<file path="config.mk">
export PLATFORM = sky130hd
export DESIGN_NAME = mcs4_run_ctrl
export DESIGN_NICKNAME = d
export VERILOG_FILES = /design/src/rtl/mcs4_run_ctrl.sv
export SDC_FILE = /design/constraint.sdc
export NUM_CORES = 1
export LEC_CHECK = 0
export ABC_AREA = 0
export BUFFER_PORTS_ARGS = -buffer_cell sky130_fd_sc_hd__buf_2
export CORE_UTILIZATION = 30
export DETAILED_ROUTE_END_ITERATION = 10
export REMOVE_ABC_BUFFERS = 1
export SLEW_MARGIN = 40
export SYNTH_ARGS = -nofsm -noshare
export SYNTH_HDL_FRONTEND = slang
export SYNTH_SLANG_ARGS = --single-unit
</file>
<file path="constraint.sdc">
create_clock -name clk -period 2.7 [get_ports clk]
set_clock_uncertainty 0.15 [all_clocks]
set_input_delay 0.135 -clock clk [delete_from_list [all_inputs] [get_ports clk]]
set_output_delay 0.135 -clock clk [all_outputs]
set_load 0.05 [all_outputs]
</file>
<file path="src/rtl/mcs4_run_ctrl.sv">
// Run/boot controller for the MCS-4 core: two-phase clock enables, CPU reset, ROM image
// loading and halt/run/step sequencing. Define MCS4_CYCLE_CNT_EN to add the icycle_cnt output.
module mcs4_run_ctrl #(
    parameter int CLK_DIV     = 8,
    parameter int ROM_ADDR_W  = 8,
    parameter int RST_CYCLES  = 16,
    parameter int STEP_PHASES = 8
) (
    input  logic                  clk,
    input  logic                  rst,
    input  logic                  cmd_valid,
    output logic                  cmd_ready,
    input  logic [1:0]            cmd_op,
    output logic                  cmd_err,
    input  logic                  load_valid,
    output logic                  load_ready,
    input  logic [7:0]            load_data,
    input  logic                  load_last,
    output logic                  rom_we,
    output logic [ROM_ADDR_W-1:0] rom_waddr,
    output logic [7:0]            rom_wdata,
    output logic                  cpu_rst,
    output logic                  clken_1,
    output logic                  clken_2,
    input  logic                  sync,
    output logic [2:0]            state,
    output logic                  busy
`ifdef MCS4_CYCLE_CNT_EN
    ,
    output logic [31:0]           icycle_cnt
`endif
);
    localparam int DIV_W  = $clog2(CLK_DIV);
    localparam int HOLD_W = $clog2(RST_CYCLES + 1);
    localparam int STEP_W = $clog2(STEP_PHASES + 1);

    localparam logic [DIV_W-1:0]      DIV_LAST  = DIV_W'(CLK_DIV - 1);
    localparam logic [DIV_W-1:0]      DIV_HALF  = DIV_W'(CLK_DIV / 2);
    localparam logic [HOLD_W-1:0]     HOLD_LAST = HOLD_W'(RST_CYCLES - 1);
    localparam logic [STEP_W-1:0]     STEP_DONE = STEP_W'(STEP_PHASES);
    localparam logic [ROM_ADDR_W-1:0] ADDR_LAST = '1;

    localparam logic [1:0] OP_HALT = 2'd0;
    localparam logic [1:0] OP_RUN  = 2'd1;
    localparam logic [1:0] OP_STEP = 2'd2;
    localparam logic [1:0] OP_LOAD = 2'd3;

    typedef enum logic [2:0] {
        S_HALT     = 3'd0,
        S_LOAD     = 3'd1,
        S_RST_HOLD = 3'd2,
        S_RUN      = 3'd3,
        S_STEP     = 3'd4
    } state_t;

    state_t                cur, nxt;
    logic [DIV_W-1:0]      div_cnt, div_nxt;
    logic [HOLD_W-1:0]     hold_cnt, hold_nxt;
    logic [STEP_W-1:0]     step_cnt, step_nxt;
    logic [ROM_ADDR_W-1:0] load_addr, addr_nxt;
    logic                  rst_pending, pend_nxt;
    logic                  target_step, target_nxt;
    logic                  halt_req, halt_nxt;
    logic                  halt_now;
    logic                  we_nxt, err_nxt;

    function automatic logic clocks_on(input state_t s);
        return (s == S_RST_HOLD) || (s == S_RUN) || (s == S_STEP);
    endfunction

    always_comb begin
        nxt        = cur;
        div_nxt    = '0;
        hold_nxt   = hold_cnt;
        step_nxt   = step_cnt;
        addr_nxt   = load_addr;
        pend_nxt   = rst_pending;
        target_nxt = target_step;
        halt_nxt   = halt_req;
        halt_now   = 1'b0;
        we_nxt     = 1'b0;
        err_nxt    = 1'b0;
        cmd_ready  = 1'b0;
        load_ready = 1'b0;

        if (clocks_on(cur)) begin
            div_nxt = (div_cnt == DIV_LAST) ? '0 : div_cnt + 1'b1;
        end

        case (cur)
            S_HALT: begin
                cmd_ready = 1'b1;
                if (cmd_valid) begin
                    case (cmd_op)
                        OP_LOAD: begin
                            nxt      = S_LOAD;
                            addr_nxt = '0;
                            pend_nxt = 1'b1;
                        end
                        OP_RUN, OP_STEP: begin
                            target_nxt = (cmd_op == OP_STEP);
                            hold_nxt   = '0;
                            step_nxt   = '0;
                            halt_nxt   = 1'b0;
                            if (rst_pending) begin
                                nxt = S_RST_HOLD;
                            end else begin
                                nxt = (cmd_op == OP_STEP) ? S_STEP : S_RUN;
                            end
                        end
                        default: ;
                    endcase
                end
            end
            S_LOAD: begin
                load_ready = 1'b1;
                if (load_valid) begin
                    we_nxt = 1'b1;
                    // Leaving on the top address keeps the write address from wrapping.
                    if (load_last || (load_addr == ADDR_LAST)) begin
                        nxt = S_HALT;
                    end else begin
                        addr_nxt = load_addr + 1'b1;
                    end
                end
            end
            S_RST_HOLD: begin
                if (hold_cnt == HOLD_LAST) begin
                    pend_nxt = 1'b0;
                    nxt      = target_step ? S_STEP : S_RUN;
                end else begin
                    hold_nxt = hold_cnt + 1'b1;
                end
            end
            S_RUN: begin
                cmd_ready = 1'b1;
                if (cmd_valid) begin
                    if (cmd_op == OP_HALT) begin
                        halt_nxt = 1'b1;
                    end else begin
                        err_nxt = 1'b1;
                    end
                end
                halt_now = halt_req || (cmd_valid && (cmd_op == OP_HALT));
                if (halt_now && (div_cnt == DIV_LAST)) begin
                    nxt      = S_HALT;
                    halt_nxt = 1'b0;
                end
            end
            S_STEP: begin
                // The period holding the final clken_2 is always run to its end.
                if ((step_cnt == STEP_DONE) && (div_cnt == DIV_LAST)) begin
                    nxt = S_HALT;
                end else if (div_cnt == DIV_HALF) begin
                    step_nxt = step_cnt + 1'b1;
                end
            end
            default: begin
                nxt = S_HALT;
            end
        endcase
    end

    always_ff @(posedge clk or posedge rst) begin
        if (rst) begin
            cur         <= S_HALT;
            div_cnt     <= '0;
            hold_cnt    <= '0;
            step_cnt    <= '0;
            load_addr   <= '0;
            rst_pending <= 1'b1;
            target_step <= 1'b0;
            halt_req    <= 1'b0;
            clken_1     <= 1'b0;
            clken_2     <= 1'b0;
            rom_we      <= 1'b0;
            rom_waddr   <= '0;
            rom_wdata   <= '0;
            cmd_err     <= 1'b0;
        end else begin
            cur         <= nxt;
            div_cnt     <= div_nxt;
            hold_cnt    <= hold_nxt;
            step_cnt    <= step_nxt;
            load_addr   <= addr_nxt;
            rst_pending <= pend_nxt;
            target_step <= target_nxt;
            halt_req    <= halt_nxt;
            // Enables are registered from the next divider value so they line up with div_cnt.
            clken_1     <= clocks_on(nxt) && (div_nxt == '0);
            clken_2     <= clocks_on(nxt) && (div_nxt == DIV_HALF);
            rom_we      <= we_nxt;
            cmd_err     <= err_nxt;
            if (we_nxt) begin
                rom_waddr <= load_addr;
                rom_wdata <= load_data;
            end
        end
    end

    assign cpu_rst = rst | rst_pending;
    assign state   = cur;
    assign busy    = (cur != S_HALT);

`ifdef MCS4_CYCLE_CNT_EN
    logic sync_q;

    always_ff @(posedge clk or posedge rst) begin
        if (rst) begin
            sync_q     <= 1'b0;
            icycle_cnt <= '0;
        end else begin
            if ((cur == S_RST_HOLD) && (nxt != S_RST_HOLD)) begin
                icycle_cnt <= '0;
            end else if (clken_1 && ((cur == S_RUN) || (cur == S_STEP)) && sync && !sync_q
                         && (icycle_cnt != 32'hFFFF_FFFF)) begin
                icycle_cnt <= icycle_cnt + 32'd1;
            end
            if (clken_1) begin
                sync_q <= sync;
            end
        end
    end
`else
    logic unused_sync;
    assign unused_sync = sync;
`endif

endmodule

</file>
# After elaboration in Yosys (flattened, before gate mapping)
# Index checks and enable logic that the tools add are counted.
[word_totals] latch_bits=0 in_bits=16 output_inout_bits=27 romBits=0 wordCells=117 ff_bits=46 ram_bits=0 mem_count=0
[op_classes] n_div=0 n_mul=0 reduce_logical=27 n_lt_le_gt_ge=0 eq_ne=27 bitwise=1 n_shift=0 mux=44 addsub=4
[op_table] op="$mux W3" count=11
[op_table] op="$mux W8" count=4
[op_table] op="$mux W4" count=4
[op_table] op="$pmux W8 S2" count=1
[op_table] op="$eq A3 B3 Y1 const B" count=5
[op_table] op="$mux W1" count=15
[op_table] op="$mux W5" count=3
[op_table] op="$pmux W3 S5" count=1
[op_table] op="$reduce_and A5 Y1" count=3
[op_table] op="$eq A3 B2 Y1 const B" count=4
[op_table] op="$ne A2 B2 Y1 const B" count=5
[op_table] op="$pmux W5 S2" count=1
[op_table] op="$add A8 B1 Y8 const B" count=1
[op_table] op="$eq A8 B8 Y1 const B" count=1
[op_table] op="$ne A2 B1 Y1 const B" count=4
[op_table] op="$pmux W4 S2" count=1
[op_table] op="$reduce_and A4 Y1" count=2
[op_table] op="$reduce_bool A2 Y1" count=4
[op_table] op="$logic_not A3 Y1" count=2
[op_table] op="$logic_or A1 B1 Y1" count=6
[op_table] op="$pmux W3 S2" count=1
[op_table] op="$add A5 B1 Y5 const B" count=1
[op_table] op="$eq A5 B4 Y1 const B" count=1
[op_table] op="$logic_and A1 B1 Y1" count=5
[op_table] op="other kinds (14)" count=17

# Depth between registers and ports, before layout
# Gate-level depths: netlist (run 1).
[depth] word_depth=10 mapped_depth=7 depth_no_buf=7

# Least setup slack after synthesis (run 1)
# Ideal clock, no wire load.
[synth_timing] path_kind="register -> register" start="register cur[0] (netlist: state[0])" end="register clken_1" path_stages_with_launch=6 period_less_slack_ns=2.921 setup_ns=0.134 t_arrival_ns=2.637 path_slack_ns=-0.221 n_path_buf=1 required_time_ns=2.416 path_cell_list="dfrtp_1 > buf_4 > nor3b_1 > o211ai_1 > nand4b_1 > o31ai_1"
[synth_via] elab_chain_cells=7 elab_cells_between_ends=23 classes_between="7 x eq/ne; 9 x mux; 7 x reduce/logical"
[synth_rtl] item="start: declaration" line_no="56" source="state_t cur, nxt;"
[synth_rtl] item="start signal: assignment" line_no="181" source="cur <= nxt;"
[synth_rtl] item="$pmux W3 S2 or $mux W3 (tied branches)" line_no="94, 120"
[synth_rtl] item="$mux W3, on equally long branches" line_no="93, 117"
[synth_rtl] item="$pmux W3 S5 (*)" line_no="90" source="case (cur)"
[synth_rtl] item="net nxt[0]" line_no="56"
[synth_rtl] item="$eq A3 B2 Y1" line_no="68" source="return (s == S_RST_HOLD) || (s == S_RUN) || (s == S_STEP);"
[synth_rtl] item="$logic_or A1 B1 Y1" line_no="68"
[synth_rtl] item="$logic_or A1 B1 Y1 (*)" line_no="68"
[synth_rtl] item="$logic_and A1 B1 Y1 (*)" line_no="190" source="clken_1 <= clocks_on(nxt) && (div_nxt == '0);"
[synth_rtl] item="end signal: assignment" line_no="190"
[synth_rtl] item="end: declaration" line_no="23" source="output logic clken_1,"
# The timed path passes the listed nets; every way through them passes the cells marked *.
# A chain may end at the register's enable or synchronous reset.

# Worst setup path in the final report (run 1)
[layout_timing] start="register hold_cnt[0]" end="register clken_1"
[layout_via] elab_chain_cells=7 elab_cells_between_ends=9 classes_between="4 x eq/ne; 2 x mux; 3 x reduce/logical"
[layout_rtl] item="start: declaration" line_no="58" source="logic [HOLD_W-1:0] hold_cnt, hold_nxt;"
[layout_rtl] item="start signal: assignment" line_no="183" source="hold_cnt <= hold_nxt;"
[layout_rtl] item="$eq A5 B4 Y1 (*)" line_no="128" source="if (hold_cnt == HOLD_LAST) begin"
[layout_rtl] item="$mux W3 (*)" line_no="128"
[layout_rtl] item="$pmux W3 S5 (*)" line_no="90"
[layout_rtl] item="net nxt[0]" line_no="56"
[layout_rtl] item="$eq A3 B2 Y1" line_no="68"
[layout_rtl] item="$logic_or A1 B1 Y1" line_no="68"
[layout_rtl] item="$logic_or A1 B1 Y1 (*)" line_no="68"
[layout_rtl] item="$logic_and A1 B1 Y1 (*)" line_no="190"
# Marked as above.

==> run_results.csv, run 1 <==
group,metric,value,unit
pwr,p_per_area,976.0,mW/mm^2
cells_and_area,ff_latch_area,0.001152,sq mm
placement,dp_hpwl,3.598,mm
clock_tree,cts_root_buf,"clkbuf_8",
clock_tree,cts_tree,"built",
worst_setup_path,critPathKind,"reg -> reg",
clock_tree,clock_latency,300,ps
sta,rsz0062_at_grt,"no",
worst_setup_path,r2r_cells,7,
yosys,yosys_warnings,0,
detailed_routing,drcViolationCount,0,
cells_and_area,drive_above_1_share,28.78,%
clock_tree,clk_pin_slew,90,ps
worst_setup_path,path_common_cell,"ha_1",
placement,portBuffers,41,
pwr,leakagePower,1.360,nW
cells_and_area,syn_to_final_growth,20.78,%
sta,slew_headroom,59.93,%
floorplanning,die_area,0.008434,sq mm
yosys,yosys.area.top_type,"dfrtp_1",
worst_setup_path,crit_family,"simple AND/OR/NAND/NOR gates",
sta,setup_viol,0,
yosys,ys_top_cells_by_count,"45 x dfrtp_1, 20 x inv_1, 17 x mux2_2",
yosys,synth_top_cell_area_share,46.51,%
worst_setup_path,cp-end-kind,"flop",
floorplanning,die_h,91.84,um
pwr,total_power,2.854,mW
worst_setup_path,critPathRequiredTime,2750,ps
floorplanning,io-pin-count,43,
sta,hold_viol,0,
yosys,netlist_area,0.002421,sq mm
yosys,yosysUniqueCellTypes,55,
worst_setup_path,slowest_delay,410,ps
worst_setup_path,critPathSlowestCell,"dfrtp_1",
global_route,grt_max_degree,47,
global_route,grt_use_total,13.16,%
detailed_routing,ant_nets,0,
floorplanning,die_x,91.84,um
floorplanning,coreArea,0.007767,sq mm
cells_and_area,stdcell_count,373,
sta,min_period_over_period,81.23,%
worst_hold_path,hp-class,"in -> reg",
placement,gp_congestion,0.7904,
pwr,peakVddDrop,657.9,uV
detailed_routing,drt_wl_total,5.003,mm
worst_setup_path,worstPathMaxFanout,8,
global_route,grt_pass1_vias,1791,
yosys,seq_area_frac_synth,47.60,%
yosys,synth_area_leaders,"dfrtp_1 47%, mux2_2 7.9%, ha_1 6.7%",
yosys,synth_edf_count,0,
worst_setup_path,cp_cell_sequence,"ha_1 > and3_1 > ha_1 > nor4bb_1 > o21ai_0 > nand4b_1 > o31ai_1",
cells_and_area,n_fill_cell,791,
yosys,ys_ff_latch,46,
worst_setup_path,critical_path_depth,7,
sta,fmax,456.0,MHz
worst_setup_path,crit_buf_inv,0,
sta,worst_pin_slew,601.0,ps
cells_and_area,diodes,0,
sta,fin_crit,2193,ps
yosys,synthCells,220,
cells_and_area,layout.nets,300,
worst_setup_path,crit_path_start_kind,"flop",
yosys,ys_async_sr_fraction,100.0,%
sta,hold_slack,44.25,ps
placement,pre_cts_slack,541.8,ps
sta,fin_ws,506.8,ps
detailed_routing,routed-via-count,1781,
detailed_routing,avgRoutedWirePerCell,13.41,um
clock_tree,ctsHtreeMaxLevel,2,
flow_run,drv_cap,0,
placement,post-place-cells,357,
clock_tree,post_cts_buffers,0,
detailed_routing,viasPerCell,4.775,
floorplanning,initial_core_util,31.17,%
global_route,antenna_found_initial,0,
clock_tree,clockBufferDepth,2,
yosys,syn_area_per_cell,11.00,sq um
clock_tree,cts_buffers,5,
clock_tree,cts_sinks,46,
clock_tree,postCtsHoldBufs,9,
yosys,yosysMostFrequentCell,"dfrtp_1",
global_route,grt_overflow_total,0,
cells_and_area,multiInputGateArea,0.001140,sq mm
sta,maxSlewViolCount,0,
yosys,synth_ff_type,"dfrtp_1",
floorplanning,fp-row-count,32,
worst_hold_path,hold_depth,2,
detailed_routing,drt_iter0_markers,53,
global_route,grt_first_pass_wirelength,8.907,mm
detailed_routing,drt_first_pass_iters,4,
status,status,"finished clean",
worst_setup_path,arrival,2240,ps
clock_tree,ctsResizeCount,0,
-- metrics by stage --
step	instance area (sq um)	TNS, ps	util (%)
floorplan	2371	-239.0	-
detailed placement	2721	0	35.04
CTS	2924	0	37.65
global placement	2719	0	35.00
finish	2924	0	37.65
global route	2924	0	37.65
-- report_power, final --
part / switching, mW / leakage (nW) / internal [mW]
Clock: 0.231 / 0.0573 / 0.296
Combinational: 0.882 / 0.696 / 0.408
Sequential: 0.159 / 0.606 / 0.877
Total: 1.27 / 1.36 / 1.58
-- flip-flops by register name (all words and copies together) (netlist names) --
| signal | cells |
|---|---|
| clken_1 | 1 |
| clken_2 | 1 |
| cmd_err | 1 |
| div_cnt | 3 |
| halt_req | 1 |
| hold_cnt | 5 |
| load_addr | 8 |
| rom_waddr | 8 |
| rom_wdata | 8 |
| rom_we | 1 |
| rst_pending | 1 |
| state | 3 |
| step_cnt | 4 |
| target_step | 1 |
-- worst register-to-register path: stages (launching register included) --
cell,delay [ps]
dfrtp_1,410
ha_1,240
and3_1,200
ha_1,270
nor4bb_1,160
o21ai_0,200
nand4b_1,170
o31ai_1,290
-- placed cells by master (no fill, tap or decap), types with 2 or more instances in the layout --
| cell | n |
|---|---|
| dlygate4sd3_1 | 9 |
| nor3b_1 | 5 |
| nor3_1 | 5 |
| nor2b_1 | 2 |
| nand4b_1 | 2 |
| a31o_2 | 2 |
| clkbuf_8 | 6 |
| o31ai_1 | 4 |
| nand3_1 | 8 |
| buf_2 | 41 |
| o21a_1 | 3 |
| o21ai_0 | 6 |
| mux2i_1 | 3 |
| o211ai_1 | 2 |
| a21oi_1 | 12 |
| a31oi_1 | 3 |
| dfrtp_1 | 45 |
| or4_1 | 3 |
| ha_1 | 13 |
| buf_4 | 2 |
| inv_1 | 19 |
| and3_1 | 2 |
| nor2_1 | 11 |
| mux2_2 | 17 |
| nand2_1 | 12 |
| o311ai_0 | 2 |
| nand4_1 | 2 |
-- path summary, 6_finish.rpt --
path,startpoint,to,slack [ps]
max reg2reg,hold_cnt[0],clken_1,510
min reg2reg,hold_cnt[4],hold_cnt[4],340
max,hold_cnt[0],clken_1,510
min in group asynchronous,rst,rom_waddr[3],300
max in group asynchronous,rst,rom_wdata[0],1700
min,cmd_valid,cmd_err,40
-- per-layer routing --
layer | GRT usage (%) | up-vias | share of wire [%]
li1 | - | 894 | -
met1 | 18.85 | 854 | 51
met2 | 20.49 | 27 | 46
met3 | 2.570 | 6 | 2.9
met4 | 3.125 | 0 | 0.76
met5 | 0 | - | 0
-- final cells by class --
class | instances | share of cell area (%)
clock buffers | 6 | 2.824
clock inverters | 1 | 1.027
inverters | 21 | 2.781
multi-input cells | 145 | 38.98
flip-flops and latches | 46 | 39.41
well taps | 102 | 4.365
repair buffers | 52 | 10.61
-- kinds of logic (layout without fill, tap and decap cells) --
| family | after synthesis | after routing | share of synthesized area [%] |
|---|---|---|---|
| DFF | 46 | 46 | 47.60 |
| adders and majority gates | 13 | 13 | 6.719 |
| muxes | 20 | 20 | 9.147 |
| buffers and inverters | 29 | 80 | 5.322 |
| AOI/OAI and AO/OA | 45 | 45 | 13.95 |
| and+or+nand+nor | 66 | 66 | 16.90 |
| xor gates and xnor gates | 1 | 1 | 0.3618 |
(Power assumes the default switching activity.)
==> inputs of run 2 (changes only) <==
--- a/config.mk
+++ b/config.mk
@@ -5,7 +5,7 @@
 export SDC_FILE = /design/constraint.sdc
 export NUM_CORES = 1
 export LEC_CHECK = 0
-export ABC_AREA = 0
+export ABC_AREA = 1
 export BUFFER_PORTS_ARGS = -buffer_cell sky130_fd_sc_hd__buf_2
 export CORE_UTILIZATION = 30
 export DETAILED_ROUTE_END_ITERATION = 10
==> constraint.sdc (replaced) <==
create_clock -name clk -period 2.2 [get_ports clk]
set_clock_uncertainty 0.15 [all_clocks]
set_input_delay 0.11 -clock clk [delete_from_list [all_inputs] [get_ports clk]]
set_output_delay 0.11 -clock clk [all_outputs]
set_load 0.05 [all_outputs]
==> run 2 against run 1 <==
Effect of this change: the run now ends with negative hold slack left; register-to-register slack got worse by 230 ps; via count increased by 12%; clock power increased by 19%; combinational power increased by 41%; non-clock buffer count increased by 3; core utilization increased by 0.26 points; worst setup slack got worse by 230 ps; global-route usage decreased by 0.098 points; clock-buffer cell count unchanged; wire length increased by 0.40%; largest cell class unchanged; largest power group unchanged.
==> run_results.csv, run 2 <==
group,metric,value,unit
placement,gp_congestion,0.8379,
sta,fin_crit,1926,ps
pwr,total_power,3.760,mW
global_route,grt_first_pass_wirelength,8.700,mm
worst_setup_path,crit_path_start_kind,"flop",
yosys,yosysUniqueCellTypes,24,
cells_and_area,layout.nets,379,
pwr,peakVddDrop,840.0,uV
cells_and_area,biggestRegsByFlops,"load_addr x8, rom_waddr x8, rom_wdata x8",
clock_tree,cts_root_buf,"clkbuf_8",
floorplanning,die_area,0.008242,sq mm
sta,fmax,519.3,MHz
yosys,ys_ff_latch,46,
floorplanning,fp-row-count,32,
yosys,synth_ff_type,"dfrtp_1",
worst_hold_path,min_to,"state[0]",
yosys,post_synth_mux_area_share,0,%
yosys,ys_async_sr_fraction,100.0,%
yosys,yosysMostFrequentCell,"nand2_1",
clock_tree,clockBufferDepth,2,
yosys,synth_top_cell_area_share,47.62,%
yosys,synthXorXnorAreaFrac,2.222,%
cells_and_area,final_cell_mix,"93 x nand2_1, 45 x dfrtp_1, 41 x buf_2, 35 x inv_1, 30 x o21ai_0",
sta,min_period_over_period,87.53,%
detailed_routing,drt_first_pass_iters,4,
worst_setup_path,arrival,1990,ps
clock_tree,clk_pin_slew,80,ps
pwr,leakagePower,1.515,nW
yosys,ys_top_cells_by_count,"93 x nand2_1, 45 x dfrtp_1, 36 x inv_1",
floorplanning,initial_core_util,30.76,%
sta,fin_ws,274.3,ps
sta,maxSlewViolCount,0,
cells_and_area,drive_above_1_share,18.23,%
worst_setup_path,rr_startpoint,"hold_cnt[0]",
worst_setup_path,path_common_cell,"nand2_1",
worst_hold_path,hp-class,"in -> reg",
global_route,grt_overflow_total,0,
yosys,synth_edf_count,0,
yosys,synth_compound_area_share,8.730,%
pwr,pwr-share-seq,35.0,%
detailed_routing,avgRoutedWirePerCell,11.09,um
pwr,comb_power_share,48.4,%
yosys,synth_top_family_by_area,"simple AND/OR/NAND/NOR gates",
yosys,netlist_area,0.002365,sq mm
worst_setup_path,cp_cell_sequence,"ha_1 > nand2_1 > nor2_1 > ha_1 > nand2_1 > inv_1 > nor2_1 > nand2_1 > nand2_1 > nor2_1 > nand3_1 > a21oi_1",
cells_and_area,stdcell_count,453,
sta,hold_viol,1,
global_route,grt_pass1_vias,1880,
global_route,antenna_found_initial,0,
detailed_routing,drt_wl_total,5.023,mm
sta,worst_pin_slew,588.2,ps
placement,portBuffers,41,
worst_setup_path,r2r-end,"clken_2",
floorplanning,io-pin-count,43,
status,status,"complete, but fails checks",
worst_setup_path,slowest_delay,390,ps
cells_and_area,final_common_cell,"nand2_1",
placement,pre_cts_slack,283.9,ps
worst_setup_path,r2r_setup_slack,270,ps
yosys,synthCells,292,
detailed_routing,drt_iter0_markers,130,
clock_tree,clock_latency,290,ps
worst_setup_path,critPathRequiredTime,2260,ps
pwr,power.share.clock,16.6,%
sta,setup_viol,0,
clock_tree,cts_tree,"built",
yosys,synthAdderAreaFrac,6.878,%
floorplanning,die_h,90.79,um
worst_setup_path,critPathSlowestCell,"dfrtp_1",
pwr,internal_power,1.921,mW
detailed_routing,drcViolationCount,0,
pwr,p_per_area,1290,mW/mm^2
detailed_routing,routed-via-count,1989,
worst_hold_path,hold_start,"load_valid",
pwr,p_sw_share,48.90,%
floorplanning,coreArea,0.007687,sq mm
global_route,grt_max_degree,47,
pwr,p_sw,1.839,mW
sta,slew_headroom,60.79,%
clock_tree,ctsHtreeMaxLevel,2,
worst_hold_path,hold_depth,4,
clock_tree,cts_buffers,5,
global_route,grt_use_total,13.06,%
yosys,seq_area_frac_synth,48.73,%
clock_tree,cts_sinks,46,
worst_setup_path,r2r_cells,12,
yosys,synthSimpleGateAreaFrac,26.56,%
cells_and_area,diodes,0,
placement,post-place-cells,435,
yosys,yosys_warnings,0,
yosys,yosys.area.top_type,"dfrtp_1",
worst_setup_path,critPathKind,"reg -> reg",
flow_run,drv_cap,0,
sta,hold_slack,-2.298,ps
status,violations,"negative hold slack",
sta,rsz0062_at_grt,"no",
floorplanning,die_x,90.79,um
detailed_routing,ant_nets,0,
worst_setup_path,worstPathMaxFanout,6,
yosys,syn_area_per_cell,8.099,sq um
placement,dp_hpwl,3.710,mm
yosys,synth_area_leaders,"dfrtp_1 48%, nand2_1 15%, ha_1 6.9%",
worst_setup_path,cp-end-kind,"flop",
detailed_routing,viasPerCell,4.391,
cells_and_area,syn_to_final_growth,23.23,%
clock_tree,ctsResizeCount,0,
run 2: cell types whose count changed in the layout (fill, tap and decap cells not counted), moves of 5 or more:
cell	change
xor2_1	+6
nor3b_1	-5
nor2_1	+10
nand3_1	+5
mux2_2	-17
a21oi_1	-5
nand2_1	+81
o21ai_0	+24
inv_1	+16
run 2: layout make-up:
cell class	instances	area (sq um)
Fill cell	819	4773
Sequential cell	46	1152
Multi-Input combinational cell	205	1050
Timing Repair Buffer	55	335.3
Inverter	37	138.9
Tap cell	102	127.6
Clock buffer	6	72.57
Clock inverter	2	37.54
run 2: per-layer routing:
| layer | track usage [%] | share of wire, % | up-vias |
|---|---|---|---|
| li1 | - | - | 1041 |
| met1 | 17.16 | 48 | 897 |
| met2 | 22.03 | 47 | 49 |
| met3 | 3.367 | 5.0 | 2 |
| met4 | 1.984 | 0.28 | 0 |
| met5 | 0 | 0 | - |
run 2: timing repair:
action                     4_1_cts  5_1_grt
setup endpoints to repair        0        0
hold endpoints to repair        54        0
buffers inserted                 0        0
hold buffers                    10        0
run 2: stage by stage:
| step | util (%) | instance area, sq um | TNS [ps] |
|---|---|---|---|
| 4_1_cts | 37.91 | 2914 | 0 |
| 5_1_grt | 37.91 | 2914 | 0 |
| 3_3_place_gp | 35.17 | 2704 | 0 |
| 2_1_floorplan | - | 2341 | -4215 |
| 6_report | 37.91 | 2914 | 0 |
| 3_5_place_dp | 35.17 | 2704 | 0 |
run 2: worst max path at each step:
stage | slack, ps | to | cells past startpoint | startpoint
2_1_floorplan | -410 | load_addr[5] | 8 | state[0]
3_3_place_gp | 320 | clken_2 | 12 | hold_cnt[0]
3_5_place_dp | 280 | clken_2 | 12 | hold_cnt[0]
4_1_cts | 250 | clken_2 | 12 | hold_cnt[0]
5_1_grt | 60 | clken_2 | 12 | hold_cnt[0]
6_report | 270 | clken_2 | 12 | hold_cnt[0]
run 2: power groups by stage:
stage / logic [mW] / registers, mW / clock network, mW
2_1_floorplan: 0.868 / 1.81 / 0
3_3_place_gp: 1.80 / 1.32 / 0
3_5_place_dp: 1.82 / 1.33 / 0
4_1_cts: 1.84 / 1.32 / 0.651
5_1_grt: 2.01 / 1.36 / 0.689
6_report: 1.82 / 1.31 / 0.626
run 2: cell families (layout without fill, tap and decap cells):
kind of cell	Yosys count	in the layout
AOI/OAI and AO/OA	40	40
xor gates and xnor gates	6	6
adders and majority gates	13	13
buffers and inverters	41	100
DFF	46	46
and+or+nand+nor	146	146
run 2: critical path, delay by kind of cell, from the launching register on:
kind	cells	cell delay [ps]
AND/OR/NAND/NOR	8	650
adder cells (fa/ha/maj)	2	440
flip-flops	1	390
AO/OA/AOI/OAI	1	150
buffers and inverters	1	70
==> inputs of run 3 (changes only) <==
--- a/config.mk
+++ b/config.mk
@@ -7,8 +7,9 @@
 export LEC_CHECK = 0
 export ABC_AREA = 1
 export BUFFER_PORTS_ARGS = -buffer_cell sky130_fd_sc_hd__buf_2
-export CORE_UTILIZATION = 30
+export CORE_UTILIZATION = 55
 export DETAILED_ROUTE_END_ITERATION = 10
+export PLACE_DENSITY = 0.79
 export REMOVE_ABC_BUFFERS = 1
 export SLEW_MARGIN = 40
 export SYNTH_ARGS = -nofsm -noshare
==> run 3 against run 2 <==
Effect of this change: the flow now finishes without violations; hold slack better by 17 ps; largest power group unchanged; critical path depth is the same; core utilization increased by 32 points.
==> run_results.csv, run 3 (synthesized netlist as in run 2, its figures left out) <==
group,metric,value,unit
global_route,grt_first_pass_wirelength,7.665,mm
pwr,leakagePower,1.512,nW
status,status,"finished clean",
clock_tree,ctsHtreeMaxLevel,2,
worst_setup_path,cp_cell_sequence,"ha_1 > nand2_1 > nor2_1 > ha_1 > nand2_1 > inv_1 > nor2_1 > nand2_1 > nand2_1 > nor2_1 > nand3_1 > a21oi_1",
worst_setup_path,slowest_delay,400,ps
floorplanning,die_h,67.57,um
detailed_routing,drt_iter0_markers,201,
detailed_routing,routed-via-count,2011,
sta,rsz0062_at_grt,"no",
clock_tree,clock_latency,300,ps
floorplanning,coreArea,0.004058,sq mm
flow_run,drv_cap,0,
pwr,peakVddDrop,786.9,uV
pwr,p_per_area,1296,mW/mm^2
floorplanning,die_area,0.004566,sq mm
sta,fmax,515.9,MHz
sta,slew_headroom,62.77,%
detailed_routing,drt_wl_total,4.738,mm
clock_tree,ctsResizeCount,0,
sta,worst_pin_slew,558.4,ps
clock_tree,cts_root_buf,"clkbuf_8",
floorplanning,io-pin-count,43,
sta,fin_crit,1938,ps
sta,hold_viol,0,
clock_tree,clk_pin_slew,80,ps
worst_setup_path,critPathSlowestCell,"dfrtp_1",
cells_and_area,final_util,69.81,%
worst_setup_path,critPathKind,"reg -> reg",
placement,portBuffers,41,
worst_setup_path,r2r_setup_slack,260,ps
cells_and_area,diodes,0,
cells_and_area,biggestRegsByFlops,"load_addr x8, rom_waddr x8, rom_wdata x8",
cells_and_area,n_fill_cell,309,
floorplanning,fp-row-count,23,
worst_hold_path,hp-class,"in -> reg",
floorplanning,die_x,67.57,um
clock_tree,cts_sinks,46,
clock_tree,cts_tree,"built",
worst_setup_path,cp-end-kind,"flop",
clock_tree,cts_buffers,5,
global_route,grt_max_degree,47,
detailed_routing,ant_nets,0,
detailed_routing,avgRoutedWirePerCell,11.82,um
placement,gp_congestion,0.8486,
worst_setup_path,critPathRequiredTime,2280,ps
sta,maxSlewViolCount,0,
detailed_routing,drcViolationCount,0,
worst_setup_path,worstPathMaxFanout,6,
global_route,grt_overflow_total,0,
detailed_routing,viasPerCell,5.015,
sta,setup_viol,0,
global_route,grt_pass1_vias,1784,
cells_and_area,stdcell_count,401,
sta,min_period_over_period,88.10,%
cells_and_area,final_common_cell,"nand2_1",
global_route,antenna_found_initial,0,
global_route,grt_use_total,22.83,%
worst_setup_path,path_common_cell,"nand2_1",
detailed_routing,drt_first_pass_iters,4,
floorplanning,initial_core_util,58.28,%
clock_tree,clockBufferDepth,2,
placement,dp_hpwl,3.361,mm
placement,post-place-cells,382,
worst_setup_path,arrival,2010,ps
worst_setup_path,crit_path_start_kind,"flop",
cells_and_area,final_cell_mix,"93 x nand2_1, 45 x dfrtp_1, 41 x buf_2, 35 x inv_1, 30 x o21ai_0",
cells_and_area,layout.nets,379,
cells_and_area,syn_to_final_growth,19.79,%
cells_and_area,drive_above_1_share,17.95,%
run 3: per-layer routing:
layer  part of all wire (%)  GRT usage (%)  vias up
li1                       -              -     1045
met1                     48          28.71      904
met2                     47          38.00       53
met3                    3.8          3.716        9
met4                    2.0          10.64        0
met5                      0              0        -
run 3: layout make-up:
class                   count  area [sq um]  share of cell area, %
clock inverters             1         5.005                 0.1767
flip-flops and latches     46          1152                  40.68
multi-input cells         205          1050                  37.06
inverters                  37         138.9                  4.903
clock buffers               7         86.33                  3.048
repair buffers             55         337.8                  11.93
well taps                  50         62.56                  2.208
run 3: critical path: cells and delay by family, from the launching register on:
family / cells / cell delay (ps)
AO/OA/AOI/OAI: 1 / 150
adder cells (fa/ha/maj): 2 / 440
buffers and inverters: 1 / 70
AND/OR/NAND/NOR: 8 / 650
flip-flops: 1 / 400
run 3: where the power goes:
group / internal (mW) / switching [mW] / leakage (nW) / total [mW]
Clock: 0.254 / 0.280 / 0.0482 / 0.534
Combinational: 0.460 / 1.37 / 0.853 / 1.83
Sequential: 1.12 / 0.187 / 0.610 / 1.31
Total: 1.84 / 1.84 / 1.51 / 3.67
run 3: what timing repair did:
item	in CTS	in global routing
hold buffers	11	0
endpoints found under the hold margin	56	0
setup buffers	0	0
run 3: through the flow:
| stage | TNS, ps | hold WS [ps] | setup slack, ps | instance area, sq um | total power, mW |
|---|---|---|---|---|---|
| global placement | 0 | 154.9 | 340.9 | 2631 | 3.091 |
| detailed placement | 0 | 160.7 | 316.8 | 2631 | 3.145 |
| finish | 0 | 14.73 | 261.8 | 2833 | 3.672 |
| global route | 0 | 38.70 | 54.90 | 2833 | 3.936 |
| floorplan | -4215 | 69.62 | -407.2 | 2341 | 2.682 |
| CTS | 0 | 10.54 | 253.0 | 2833 | 3.688 |
run 3: final timing paths:
kind	startpoint	end	cells after the start
worst max-delay path	hold_cnt[0]	clken_2	12
worst min-delay path	load_last	load_addr[2]	4
worst max register to register	hold_cnt[0]	clken_2	12
worst min register to register	div_cnt[0]	div_cnt[0]	1
max in group asynchronous	rst	rom_wdata[4]	4
min in group asynchronous	rst	hold_cnt[4]	4
